==> src/rtl/imem_loader.sv <==
// Byte-stream program loader: parses a framed image (16-bit word count, big-endian
// payload words, XOR checksum), writes instruction memory and releases the CPU once verified.
module imem_loader #(
  parameter int DEPTH_WORDS = 256,
  parameter int COUNT_W     = 16
) (
  input  logic        clk,
  input  logic        reset_in,
  input  logic        start_in,
  input  logic [7:0]  byte_in,
  input  logic        byte_valid_in,
  output logic        byte_ready_out,
  output logic        imem_write_out,
  output logic [31:0] imem_address_out,
  output logic [31:0] imem_data_out,
  output logic        cpu_hold_out,
  output logic        done_out,
  output logic        error_out,
  output logic [2:0]  state_out
);

  localparam logic [2:0] IDLE    = 3'd0;
  localparam logic [2:0] HDR_HI  = 3'd1;
  localparam logic [2:0] HDR_LO  = 3'd2;
  localparam logic [2:0] PAYLOAD = 3'd3;
  localparam logic [2:0] CHECK   = 3'd4;
  localparam logic [2:0] DONE    = 3'd5;
  localparam logic [2:0] ERROR   = 3'd6;

  // Byte handshake: a byte moves on any clock edge where byte_valid_in and
  // byte_ready_out are both 1; ready depends only on state, never on valid.
  logic [2:0]         state_q, state_d;
  logic [COUNT_W-1:0] count_q, count_d;
  logic [COUNT_W-1:0] index_q, index_d;
  logic [1:0]         bcnt_q, bcnt_d;
  logic [23:0]        shift_q, shift_d;
  logic [7:0]         csum_q, csum_d;
  logic               wr_q, wr_d;
  logic [31:0]        addr_q, addr_d;
  logic [31:0]        data_q, data_d;
  logic [COUNT_W-1:0] cnt_full;
  logic               accept;

  assign byte_ready_out   = (state_q == HDR_HI) || (state_q == HDR_LO) ||
                            (state_q == PAYLOAD) || (state_q == CHECK);
  assign accept           = byte_valid_in && byte_ready_out;
  assign imem_write_out   = wr_q;
  assign imem_address_out = addr_q;
  assign imem_data_out    = data_q;
  assign cpu_hold_out     = (state_q != DONE);
  assign done_out         = (state_q == DONE);
  assign error_out        = (state_q == ERROR);
  assign state_out        = state_q;

  always_comb begin
    state_d  = state_q;
    count_d  = count_q;
    index_d  = index_q;
    bcnt_d   = bcnt_q;
    shift_d  = shift_q;
    csum_d   = csum_q;
    wr_d     = 1'b0;
    addr_d   = addr_q;
    data_d   = data_q;
    cnt_full = COUNT_W'({count_q[7:0], byte_in});

    // The index advances in the strobe cycle, which may already be a CHECK cycle.
    if (wr_q) index_d = index_q + COUNT_W'(1);

    case (state_q)
      IDLE, DONE, ERROR: begin
        if (start_in) begin
          state_d = HDR_HI;
          index_d = '0;
          csum_d  = '0;
          bcnt_d  = '0;
          count_d = '0;
        end
      end
      HDR_HI: begin
        if (accept) begin
          count_d = COUNT_W'(byte_in);
          state_d = HDR_LO;
        end
      end
      HDR_LO: begin
        if (accept) begin
          count_d = cnt_full;
          if (cnt_full > COUNT_W'(DEPTH_WORDS)) state_d = ERROR;
          else if (cnt_full == '0)              state_d = CHECK;
          else                                  state_d = PAYLOAD;
        end
      end
      PAYLOAD: begin
        if (accept) begin
          shift_d = {shift_q[15:0], byte_in};
          csum_d  = csum_q ^ byte_in;
          bcnt_d  = bcnt_q + 2'd1;
          if (bcnt_q == 2'd3) begin
            wr_d   = 1'b1;
            data_d = {shift_q, byte_in};
            addr_d = 32'({index_q, 2'b00});
            if (index_q == count_q - COUNT_W'(1)) state_d = CHECK;
          end
        end
      end
      CHECK: begin
        if (accept) state_d = (byte_in == csum_q) ? DONE : ERROR;
      end
      default: state_d = IDLE;
    endcase
  end

  always_ff @(posedge clk or posedge reset_in) begin
    if (reset_in) begin
      state_q <= IDLE;
      count_q <= '0;
      index_q <= '0;
      bcnt_q  <= '0;
      shift_q <= '0;
      csum_q  <= '0;
      wr_q    <= 1'b0;
      addr_q  <= '0;
      data_q  <= '0;
    end else begin
      state_q <= state_d;
      count_q <= count_d;
      index_q <= index_d;
      bcnt_q  <= bcnt_d;
      shift_q <= shift_d;
      csum_q  <= csum_d;
      wr_q    <= wr_d;
      addr_q  <= addr_d;
      data_q  <= data_d;
    end
  end

endmodule

==> config.mk <==
export PLATFORM = sky130hd
export DESIGN_NAME = imem_loader
export DESIGN_NICKNAME = d
export VERILOG_FILES = /design/src/rtl/imem_loader.sv
export SDC_FILE = /design/constraint.sdc
export NUM_CORES = 1
export LEC_CHECK = 0
export BUFFER_PORTS_ARGS = -buffer_cell sky130_fd_sc_hd__buf_2
export CAP_MARGIN = 20
export CORE_MARGIN = 2
export CORE_UTILIZATION = 55
export CTS_CLUSTER_SIZE = 16
export DETAILED_ROUTE_END_ITERATION = 12
export PLACE_DENSITY = 0.86
export SLEW_MARGIN = 40
export SYNTH_ARGS = -nofsm -noshare
export SYNTH_HDL_FRONTEND = slang
export SYNTH_SLANG_ARGS = --single-unit
==> constraint.sdc <==
create_clock -name clk -period 6.1 [get_ports clk]
set_input_delay 1.22 -clock clk [delete_from_list [all_inputs] [get_ports clk]]
set_output_delay 1.22 -clock clk [all_outputs]
set_load 0.05 [all_outputs]
==> reports/metrics.cfg, run 1 <==
[status]
status = finished, final reports clean

[clocking]
cts_setup_buffers = 0
clock_sinks = 118
htreeDepth = 4
cts_buffers = 17
cts_root_buf = clkbuf_8
clk_pin_slew_ns = 0.06
clock_path_buffers = 2
insertion_delay_ns = 0.53
cts_resized = 0
postCtsHoldBufs = 0
tritoncts = yes

[critical_path]
cp-endpoint = done_out
worstReg2RegEnd = state_out[1]$_DFFE_PP0P_
start_kind = register
crit_type = reg -> out
reg2regPathDepth = 8
max_stage_delay_ns = 0.62
rrSetupSlack_ns = 3.11
cp.required_ns = 4.88
cp-end-kind = output pin
crit_path_start = state_out[2]$_DFFE_PP0P_
crit_fanout = 16
cp.arrival_ns = 2.04
path_cells = nor2b_1 > nand2_1 > inv_1 > buf_2
r2r-start = count_q[0]$_DFFE_PP0P_
slowest_stage = dfrtp_1

[timing]
worst_clock_skew_ns = 0.0106
worstMarginPinSlew_ns = 0.707
finalCritPeriodShare_pct = 53.4
final-setup-viol-count = 0
hold_viol = 0
max_freq_ghz = 0.307
rsz0062_at_grt = no
max-slew-margin-rel_pct = 52.6
slew_violations = 0
setup_tns_ns = 0
period_needed_ns = 3.26

[grt]
antenna_found_initial = 0
grt_pass1_wl_um = 21700
grt_max_degree = 69
overflow = 0
grt_pass1_vias = 4406
grt_usage_pct = 24.7

[yosys]
syn_area_per_cell_um2 = 10.2
synth_seq_cells = 118
ys.flop_type = dfrtp_1
yosys_warnings = 0
async_flop_share_pct = 100
syn_area_um2 = 5700
ys_types = 52
netlist_instances = 560
ys_seq_area_share_pct = 51.8
synth_edf_count = 0

[hold_path]
hp-class = reg -> reg

[routing]
drtIter0Drc = 273
via_per_inst = 5.69
wl_per_cell_um = 16.8
via_count = 4377
finalWirelength_um = 12900
antenna_left = 0
dr.pass1.iters = 6
drc = 0

[power_and_ir_drop]
p_leak_nw = 3.44
ir_worst_vdd_uv = 357
powerDensity_nw_per_um2 = 533

[floorplan]
rows = 37
io-pin-count = 84
die_y_um = 106
die_area_um2 = 11200
core_um2 = 10200
dieWidth_um = 106
initial_core_util_pct = 56.0

[cells_and_area]
final_common_cell = nand2_1
final_layout_size_suffix_gt1_share_pct = 24.8
syn_to_final_growth_pct = 16.3
num_antenna_cells = 0
finalNonFillerCells = 769
layout_common_cells = 120 x nand2_1, 118 x dfrtp_1, 67 x buf_2
finalNetCount = 636

[run]
drv_cap = 0

[placed_design]
port_buffers = 67
routabilityCongestion = 0.867
hpwl_um = 8260
dp.cells = 737

==> synth_stat cells, types with 3 or more instances <==
| master | instances | share of area (%) |
|---|---|---|
| nand2_1 | 121 | 8.0 |
| dfrtp_1 | 118 | 52 |
| mux2_2 | 46 | 9.1 |
| nor2_1 | 31 | 2.0 |
| o21ai_0 | 31 | 2.7 |
| xor2_1 | 24 | 3.7 |
| clkbuf_1 | 23 | 1.5 |
| xnor2_1 | 22 | 3.4 |
| buf_4 | 16 | 2.1 |
| inv_1 | 12 | 0.79 |
| nand3_1 | 11 | 0.97 |
| a21oi_1 | 8 | 0.70 |
| mux2i_1 | 8 | 1.4 |
| nor4_1 | 8 | 0.88 |
| nor3_1 | 6 | 0.53 |
| o21a_1 | 6 | 0.79 |
| and3_1 | 5 | 0.55 |
| nand4_1 | 5 | 0.55 |
| nor2b_1 | 5 | 0.55 |
| buf_1 | 4 | 0.26 |
| ha_1 | 4 | 0.88 |
| or3_1 | 4 | 0.44 |
| a21o_1 | 3 | 0.40 |
| nand2b_1 | 3 | 0.33 |
==> report_power, final <==
group          switching [mW]  internal (mW)  total [mW]  leakage, nW
Combinational           0.899          0.439        1.34         1.57
Clock                   0.393          0.550       0.943        0.274
Sequential              0.246           1.00        1.25         1.59
Total                    1.54           1.99        3.53         3.44
==> metrics by stage <==
step	hold slack (ns)	power (mW)	setup slack, ns	utilization, %	cell area, um2
floorplan	0.442	2.25	1.75	-	5760
global placement	0.456	2.49	2.75	59.4	6050
detailed placement	0.469	2.55	2.85	59.5	6060
CTS	0.481	3.52	2.87	65.0	6620
global route	0.495	3.72	2.71	65.1	6630
finish	0.477	3.53	2.84	65.1	6630
==> flip-flops by register name, summed over array words and instances (netlist names) <==
register / count
bcnt_q: 2
count_q: 16
csum_q: 8
imem_address_out: 16
imem_data_out: 32
imem_write_out: 1
index_q: 16
shift_q: 24
state_out: 3
==> worst min-delay path by stage <==
| stage | to | cells past startpoint | from |
|---|---|---|---|
| after floorplan | shift_q[16]$_DFFE_PP0P_ | 2 | shift_q[16]$_DFFE_PP0P_ |
| after global placement | shift_q[17]$_DFFE_PP0P_ | 2 | shift_q[17]$_DFFE_PP0P_ |
| after detailed placement | shift_q[21]$_DFFE_PP0P_ | 2 | shift_q[21]$_DFFE_PP0P_ |
| after CTS | shift_q[19]$_DFFE_PP0P_ | 2 | shift_q[19]$_DFFE_PP0P_ |
| after global routing | shift_q[17]$_DFFE_PP0P_ | 2 | shift_q[17]$_DFFE_PP0P_ |
| final | shift_q[21]$_DFFE_PP0P_ | 2 | shift_q[21]$_DFFE_PP0P_ |
==> cells by family after synthesis <==
family / count (synthesis) / share of synthesized area [%]
DFF: 118 / 51.8
muxes: 54 / 10.5
AOI/OAI and AO/OA: 71 / 8.45
adders and majority gates: 4 / 0.878
xor gates and xnor gates: 46 / 7.07
and+or+nand+nor: 208 / 16.1
buffers and inverters: 58 / 5.16
other: 1 / 0.0658
==> area by class of cell <==
cell class	instances	area (um2)
flip-flops and latches	118	2950
fillers	755	3560
clock inverters	15	144
inverters	12	47.5
repair buffers	72	377
clock buffers	17	414
well taps	136	170
multi-input cells	399	2520
==> critical path, delay by kind of cell, from the launching register on <==
family	cells	cell delay [ns]
DFF	1	0.62
and+or+nand+nor	2	0.56
buffers and inverters	2	0.34
==> routing by layer <==
| metal | GRT usage (%) | wire, um | vias up |
|---|---|---|---|
| met1 | 30.4 | 5250 | 2163 |
| met3 | 6.56 | 720 | 43 |
| met2 | 40.0 | 6540 | 184 |
| met4 | 13.0 | 415 | 0 |
| met5 | 0 | 0 | - |
| li1 | - | - | 1987 |
Note: power is estimated with default switching activity, not from simulation.
==> run 2: changes to the inputs <==
--- a/config.mk
+++ b/config.mk
@@ -5,6 +5,7 @@
 export SDC_FILE = /design/constraint.sdc
 export NUM_CORES = 1
 export LEC_CHECK = 0
+export ABC_AREA = 1
 export BUFFER_PORTS_ARGS = -buffer_cell sky130_fd_sc_hd__buf_2
 export CAP_MARGIN = 20
 export CORE_MARGIN = 2
==> constraint.sdc (replaced) <==
create_clock -name clk -period 3.2 [get_ports clk]
set_input_delay 0.64 -clock clk [delete_from_list [all_inputs] [get_ports clk]]
set_output_delay 0.64 -clock clk [all_outputs]
set_load 0.05 [all_outputs]
==> run 2 against run 1 <==
Effect of this change:
- routed wire length grew 5.4%
- sequential power grew 63%
- critical path depth grew 2
- power grew 68%
- first-iteration DRC count grew 20%
- register-to-register slack lost 2.3 ns
- global-route usage grew 1.2 points
- design area grew 0.19%
- critical path type unchanged
- largest power group is now sequential cells
==> reports/metrics.cfg, run 2 <==
[floorplan]
die_area_um2 = 11100  ; -0.41%
die_y_um = 106  ; -0.20%
io-pin-count = 84  ; unchanged
dieWidth_um = 106  ; -0.20%
initial_core_util_pct = 55.7  ; -0.23 points
core_um2 = 10200  ; unchanged
rows = 37  ; unchanged

[clocking]
cts_buffers = 17  ; unchanged
clk_pin_slew_ns = 0.06  ; about the same
clock_path_buffers = 2  ; unchanged
cts_resized = 0  ; unchanged
postCtsHoldBufs = 0  ; unchanged
clock_sinks = 118  ; unchanged
cts_root_buf = clkbuf_8
tritoncts = yes
insertion_delay_ns = 0.53  ; about the same
htreeDepth = 4  ; unchanged
cts_setup_buffers = 0  ; unchanged

[grt]
grt_max_degree = 90  ; +30%
grt_pass1_wl_um = 22400  ; +3.3%
grt_pass1_vias = 4593  ; +4.2%
overflow = 0  ; unchanged
grt_usage_pct = 25.9  ; +1.2 points
antenna_found_initial = 0  ; unchanged

[yosys]
synthTopCellsByArea = dfrtp_1 52%, nand2_1 12%, inv_1 4.6%
synth_seq_cells = 118  ; unchanged
synth_largest_area_cell = dfrtp_1
synth_edf_count = 0  ; unchanged
syn_area_per_cell_um2 = 8.60  ; -16%
netlist_instances = 660  ; +18%
synth.top_cell.area_share_pct = 52.0  ; +0.22 points
yosysMostFrequentCell = nand2_1
yosys_warnings = 0  ; unchanged
ys_seq_area_share_pct = 52.0  ; +0.22 points
syn_area_um2 = 5680  ; -0.42%
ys_types = 38  ; -27%
netlist_top_cells_count = 182 x nand2_1, 118 x dfrtp_1, 70 x inv_1
async_flop_share_pct = 100  ; unchanged
ys.flop_type = dfrtp_1

[placed_design]
port_buffers = 67  ; unchanged
routabilityCongestion = 0.912  ; +5.2%
hpwl_um = 8940  ; +8.3%

[timing]
setup_tns_ns = 0  ; unchanged
finalCritPeriodShare_pct = 86.8
hold_viol = 0  ; unchanged
final-setup-viol-count = 0  ; unchanged
worst_clock_skew_ns = 0.00889  ; -0.00170 ns
max_freq_ghz = 0.360
max-slew-margin-rel_pct = 55.4  ; +2.9 points
slew_violations = 0  ; unchanged
period_needed_ns = 2.78
rsz0062_at_grt = no
worstMarginPinSlew_ns = 0.667  ; -0.0396 ns

[critical_path]
crit_type = reg -> out
rrSetupSlack_ns = 0.80  ; -2.31 ns
cp.required_ns = 2.56  ; -2.32 ns
cp.arrival_ns = 2.14  ; +0.10 ns
start_kind = register
cp-end-kind = output pin
crit_fanout = 9  ; -7

[cells_and_area]
fillers = 789  ; +4.5%
seq_area_um2 = 2950  ; unchanged
final_util_pct = 65.2  ; +0.12 points
largest_register_ffs = 32  ; unchanged
final_common_cell = nand2_1
layout_common_cells = 182 x nand2_1, 118 x dfrtp_1, 69 x inv_1
syn_to_final_growth_pct = 17.0
final_layout_size_suffix_gt1_share_pct = 19.2  ; -5.6 points
finalNetCount = 743  ; +17%
num_antenna_cells = 0  ; unchanged
multi_input_area_um2 = 2240  ; -11%

[status]
status = finished, final reports clean

[power_and_ir_drop]
p_leak_nw = 3.44  ; about the same
powerDensity_nw_per_um2 = 891  ; +67%
ir_worst_vdd_uv = 796  ; +120%

[routing]
wl_per_cell_um = 15.6  ; -7.4%
via_per_inst = 5.34  ; -6.2%
drc = 0  ; unchanged
drtIter0Drc = 327  ; +20%
dr.pass1.iters = 6  ; unchanged
via_count = 4676  ; +6.8%
finalWirelength_um = 13600  ; +5.4%
antenna_left = 0  ; unchanged

[hold_path]
hp-class = in -> async

[run]
drv_cap = 0  ; unchanged

run 2: cell types whose count changed in the layout (fill, tap and decap cells not counted), moves of 8 or more:
cell and delta:
a22o_1 +8, inv_1 +58, inv_2 +8, mux2_2 -46
mux2i_1 -8, nand2_1 +62, nand3_1 +23, nor2_1 +8
o21ai_1 +31, o21ai_2 +19, xnor2_1 -19
run 2: cells by family (layout without fill, tap and decap cells):
group           after synthesis  count (layout)  synth area share [%]
buf+inv                     116             181                  9.55
compound gates              111             111                  11.9
flops                       118             118                  52.0
simple gates                286             286                  21.8
xor+xnor                     24              24                  3.70
other cells                   1              16                0.0661
fa+ha+maj                     4               4                 0.882
run 2: worst max-delay path, cell delays in order (launching register included):
cell	delay [ns]
dfrtp_1	0.49
nor3_4	0.40
inv_2	0.12
nand2_2	0.18
inv_2	0.06
nand2_1	0.08
buf_2	0.27
run 2: worst paths after layout:
kind / cells past startpoint / to / start
setup / recovery: 6 / byte_ready_out / state_out[0]$_DFFE_PP0P_
hold / removal: 2 / csum_q[7]$_DFFE_PP0P_ / reset_in
setup reg to reg: 10 / index_q[14]$_DFF_PP0_ / index_q[1]$_DFF_PP0_
hold reg to reg: 2 / imem_data_out[8]$_DFFE_PP0P_ / imem_data_out[8]$_DFFE_PP0P_
max in group asynchronous: 3 / imem_data_out[4]$_DFFE_PP0P_ / reset_in
min in group clk: 3 / count_q[1]$_DFFE_PP0P_ / byte_in[1]
run 2: final cells by class:
| class | count | area share [%] |
|---|---|---|
| Sequential cell | 118 | 44.5 |
| Tap cell | 136 | 2.56 |
| Timing Repair Buffer | 70 | 5.77 |
| Inverter | 79 | 4.56 |
| Clock buffer | 18 | 6.44 |
| Multi-Input combinational cell | 441 | 33.7 |
| Clock inverter | 14 | 2.51 |
run 2: layer usage:
| metal | global-route usage (%) | up-vias | part of all wire, % |
|---|---|---|---|
| li1 | - | 2239 | - |
| met1 | 33.5 | 2229 | 42 |
| met2 | 43.1 | 181 | 50 |
| met3 | 5.75 | 27 | 6.1 |
| met4 | 9.21 | 0 | 1.7 |
| met5 | 0 | - | 0 |
run 2: power breakdown:
group          leakage [nW]  switching, mW  internal (mW)  total (mW)
registers              1.52          0.250           1.79        2.04
clock network         0.282          0.755           1.15        1.91
logic                  1.63           1.40          0.579        1.98
total                  3.44           2.40           3.51        5.92
run 2: stage by stage:
step | instance area [um2] | hold slack [ns] | instances | setup slack, ns | power [mW]
6_report | 6640 | 0.209 | 876 | 0.424 | 5.92
5_1_grt | 6640 | 0.256 | 876 | 0.273 | 6.26
2_1_floorplan | 5740 | 0.450 | 675 | 0.414 | 3.60
3_3_place_gp | 6050 | 0.452 | 844 | 0.946 | 3.92
4_1_cts | 6640 | 0.226 | 876 | 0.421 | 5.92
3_5_place_dp | 6050 | 0.458 | 844 | 0.852 | 3.97
==> run 3: changes to the inputs <==
==> constraint.sdc (replaced) <==
create_clock -name clk -period 3.2 [get_ports clk]
set_input_delay 0.48 -clock clk [delete_from_list [all_inputs] [get_ports clk]]
set_output_delay 0.48 -clock clk [all_outputs]
set_load 0.05 [all_outputs]
==> run 3 against run 2 <==
Effect of this change:
- via count up 0.90%
- register-to-register slack got worse by 0.19 ns
- maximum frequency is 6.3% higher
- clock-buffer cell count is 1 higher
- power is 2.3% higher
- clock skew is 0.0019 ns higher
- critical path type unchanged
- critical endpoint unchanged
- largest cell class unchanged
==> reports/metrics.cfg, run 3 (synthesis gave the netlist of run 2 again) <==
[clocking]
clock_sinks = 118  ; unchanged
postCtsHoldBufs = 0  ; unchanged
clock_path_buffers = 2  ; unchanged
cts_resized = 0  ; unchanged
clk_pin_slew_ns = 0.06  ; about the same
cts_buffers = 17  ; unchanged
cts_root_buf = clkbuf_8
cts_setup_buffers = 0  ; unchanged
htreeDepth = 4  ; unchanged
insertion_delay_ns = 0.51  ; -0.02 ns
tritoncts = yes

[floorplan]
rows = 37  ; unchanged
die_y_um = 106  ; unchanged
initial_core_util_pct = 55.7  ; unchanged
die_area_um2 = 11100  ; unchanged
dieWidth_um = 106  ; unchanged
io-pin-count = 84  ; unchanged
core_um2 = 10200  ; unchanged

[critical_path]
crit_type = reg -> out
critPathMostFrequentCell = inv_2
path_cells = nor3_4 > inv_2 > nand2_2 > inv_2 > nand2_1 > buf_2
reg2regPathDepth = 10  ; unchanged
max_stage_delay_ns = 0.49  ; about the same
crit_path_start = state_out[0]$_DFFE_PP0P_
cp-end-kind = output pin
cp.required_ns = 2.72  ; +0.16 ns
start_kind = register
crit_fanout = 9  ; unchanged
r2r-start = state_out[0]$_DFFE_PP0P_
cp.arrival_ns = 2.13  ; about the same
slowest_stage = dfrtp_1

[timing]
worst_clock_skew_ns = 0.0108  ; +0.00190 ns
final-setup-viol-count = 0  ; unchanged
worstMarginPinSlew_ns = 0.747  ; +0.0804 ns
rsz0062_at_grt = no
setup_tns_ns = 0  ; unchanged
max-slew-margin-rel_pct = 50.1  ; -5.3 points
max_freq_ghz = 0.383  ; +6.3%
finalCritPeriodShare_pct = 81.6  ; -5.2 points
period_needed_ns = 2.61  ; -0.165 ns
hold_viol = 0  ; unchanged
slew_violations = 0  ; unchanged

[cells_and_area]
fillers = 780  ; -1.1%
final_layout_size_suffix_gt1_share_pct = 19.3  ; +0.083 points
finalNetCount = 745  ; +0.27%
fin_area_um2 = 6710  ; +1.0%
final_common_cell = nand2_1
num_antenna_cells = 0  ; unchanged
finalNonFillerCells = 878  ; +0.23%
syn_to_final_growth_pct = 18.2
layout_common_cells = 182 x nand2_1, 118 x dfrtp_1, 69 x inv_1
largest_register_ffs = 32  ; unchanged

[routing]
finalWirelength_um = 13700  ; +0.62%
antenna_left = 0  ; unchanged
drtIter0Drc = 447  ; +37%
via_count = 4718  ; +0.90%
drc = 0  ; unchanged
dr.pass1.iters = 5  ; -1
wl_per_cell_um = 15.6  ; +0.39%
via_per_inst = 5.37  ; +0.67%

[grt]
antenna_found_initial = 0  ; unchanged
grt_pass1_vias = 4529  ; -1.4%
grt_pass1_wl_um = 22600  ; +0.55%
grt_max_degree = 85  ; -5.6%
top_usage_layer = met2
overflow = 0  ; unchanged
grt_usage_pct = 25.9  ; -0.046 points
grtUsageMet1_pct = 36.0  ; +2.5 points
grtUsageMet3_pct = 6.06  ; +0.31 points
met2_usage_pct = 40.4  ; -2.7 points

[power_and_ir_drop]
powerDensity_nw_per_um2 = 902  ; +1.2%
ir_worst_vdd_uv = 710  ; -11%
p_leak_nw = 3.47  ; +0.85%

[run]
drv_cap = 0  ; unchanged

[hold_path]
whs_path_depth = 3
hp-class = in -> reg
hold_path.startpoint = byte_in[2]

[placed_design]
hpwl_um = 9150  ; +2.3%
placed_cell_area_um2 = 6030  ; -0.21%
port_buffers = 67  ; unchanged
routabilityCongestion = 0.905  ; -0.76%
dp.cells = 844  ; unchanged

[status]
status = finished, final reports clean

run 3: cell count changes in the layout (fill, tap and decap cells not counted):
cell	previous run	this run
buf_12	2	1
buf_16	0	1
buf_4	1	2
bufinv_16	2	4
clkbuf_8	2	3
dlygate4sd3_1	0	1
inv_6	3	2
inv_8	2	0
run 3: area by class of cell:
cell class / count / area, um2 / share of cell area [%]
clock buffers: 19 / 442 / 6.58
clock inverters: 13 / 195 / 2.91
inverters: 79 / 303 / 4.51
multi-input cells: 441 / 2240 / 33.4
flip-flops and latches: 118 / 2950 / 44.0
well taps: 136 / 170 / 2.54
repair buffers: 72 / 408 / 6.08
run 3: worst max-delay path: cells and delay by family, from the launching register on:
kind | cells | cell delay, ns
buffers and inverters | 3 | 0.46
AND/OR/NAND/NOR | 3 | 0.67
flip-flops | 1 | 0.49
run 3: per-layer routing:
metal  vias to the layer above  part of all wire, %
met3                        29                  7.0
met1                      2252                   44
met5                         -                    0
met2                       210                   47
li1                       2227                    -
met4                         0                  2.2
run 3: path summary, 6_finish.rpt:
| kind | end | slack [ns] |
|---|---|---|
| worst max-delay path | byte_ready_out | 0.59 |
| worst min-delay path | count_q[2]$_DFFE_PP0P_ | 0.30 |
| worst max register to register | imem_address_out[6]$_DFFE_PP0P_ | 0.61 |
| worst min register to register | imem_address_out[3]$_DFFE_PP0P_ | 0.47 |
| max in group asynchronous | index_q[0]$_DFF_PP0_ | 2.01 |
| min in group asynchronous | csum_q[2]$_DFFE_PP0P_ | 0.47 |
run 3: through the flow:
stage | hold slack (ns) | setup slack (ns) | util, % | total power, mW
2_1_floorplan | 0.450 | 0.574 | - | 3.60
3_3_place_gp | 0.452 | 0.803 | 59.2 | 3.91
3_5_place_dp | 0.457 | 0.682 | 59.2 | 3.98
4_1_cts | 0.116 | 0.626 | 65.5 | 6.03
5_1_grt | 0.283 | 0.446 | 65.9 | 6.40
6_report | 0.296 | 0.589 | 65.9 | 6.05
run 3: where the power goes:
| group | internal [mW] | total [mW] | switching [mW] |
|---|---|---|---|
| sequential | 1.79 | 2.03 | 0.248 |
| combinational | 0.583 | 1.99 | 1.40 |
| clock | 1.32 | 2.03 | 0.716 |
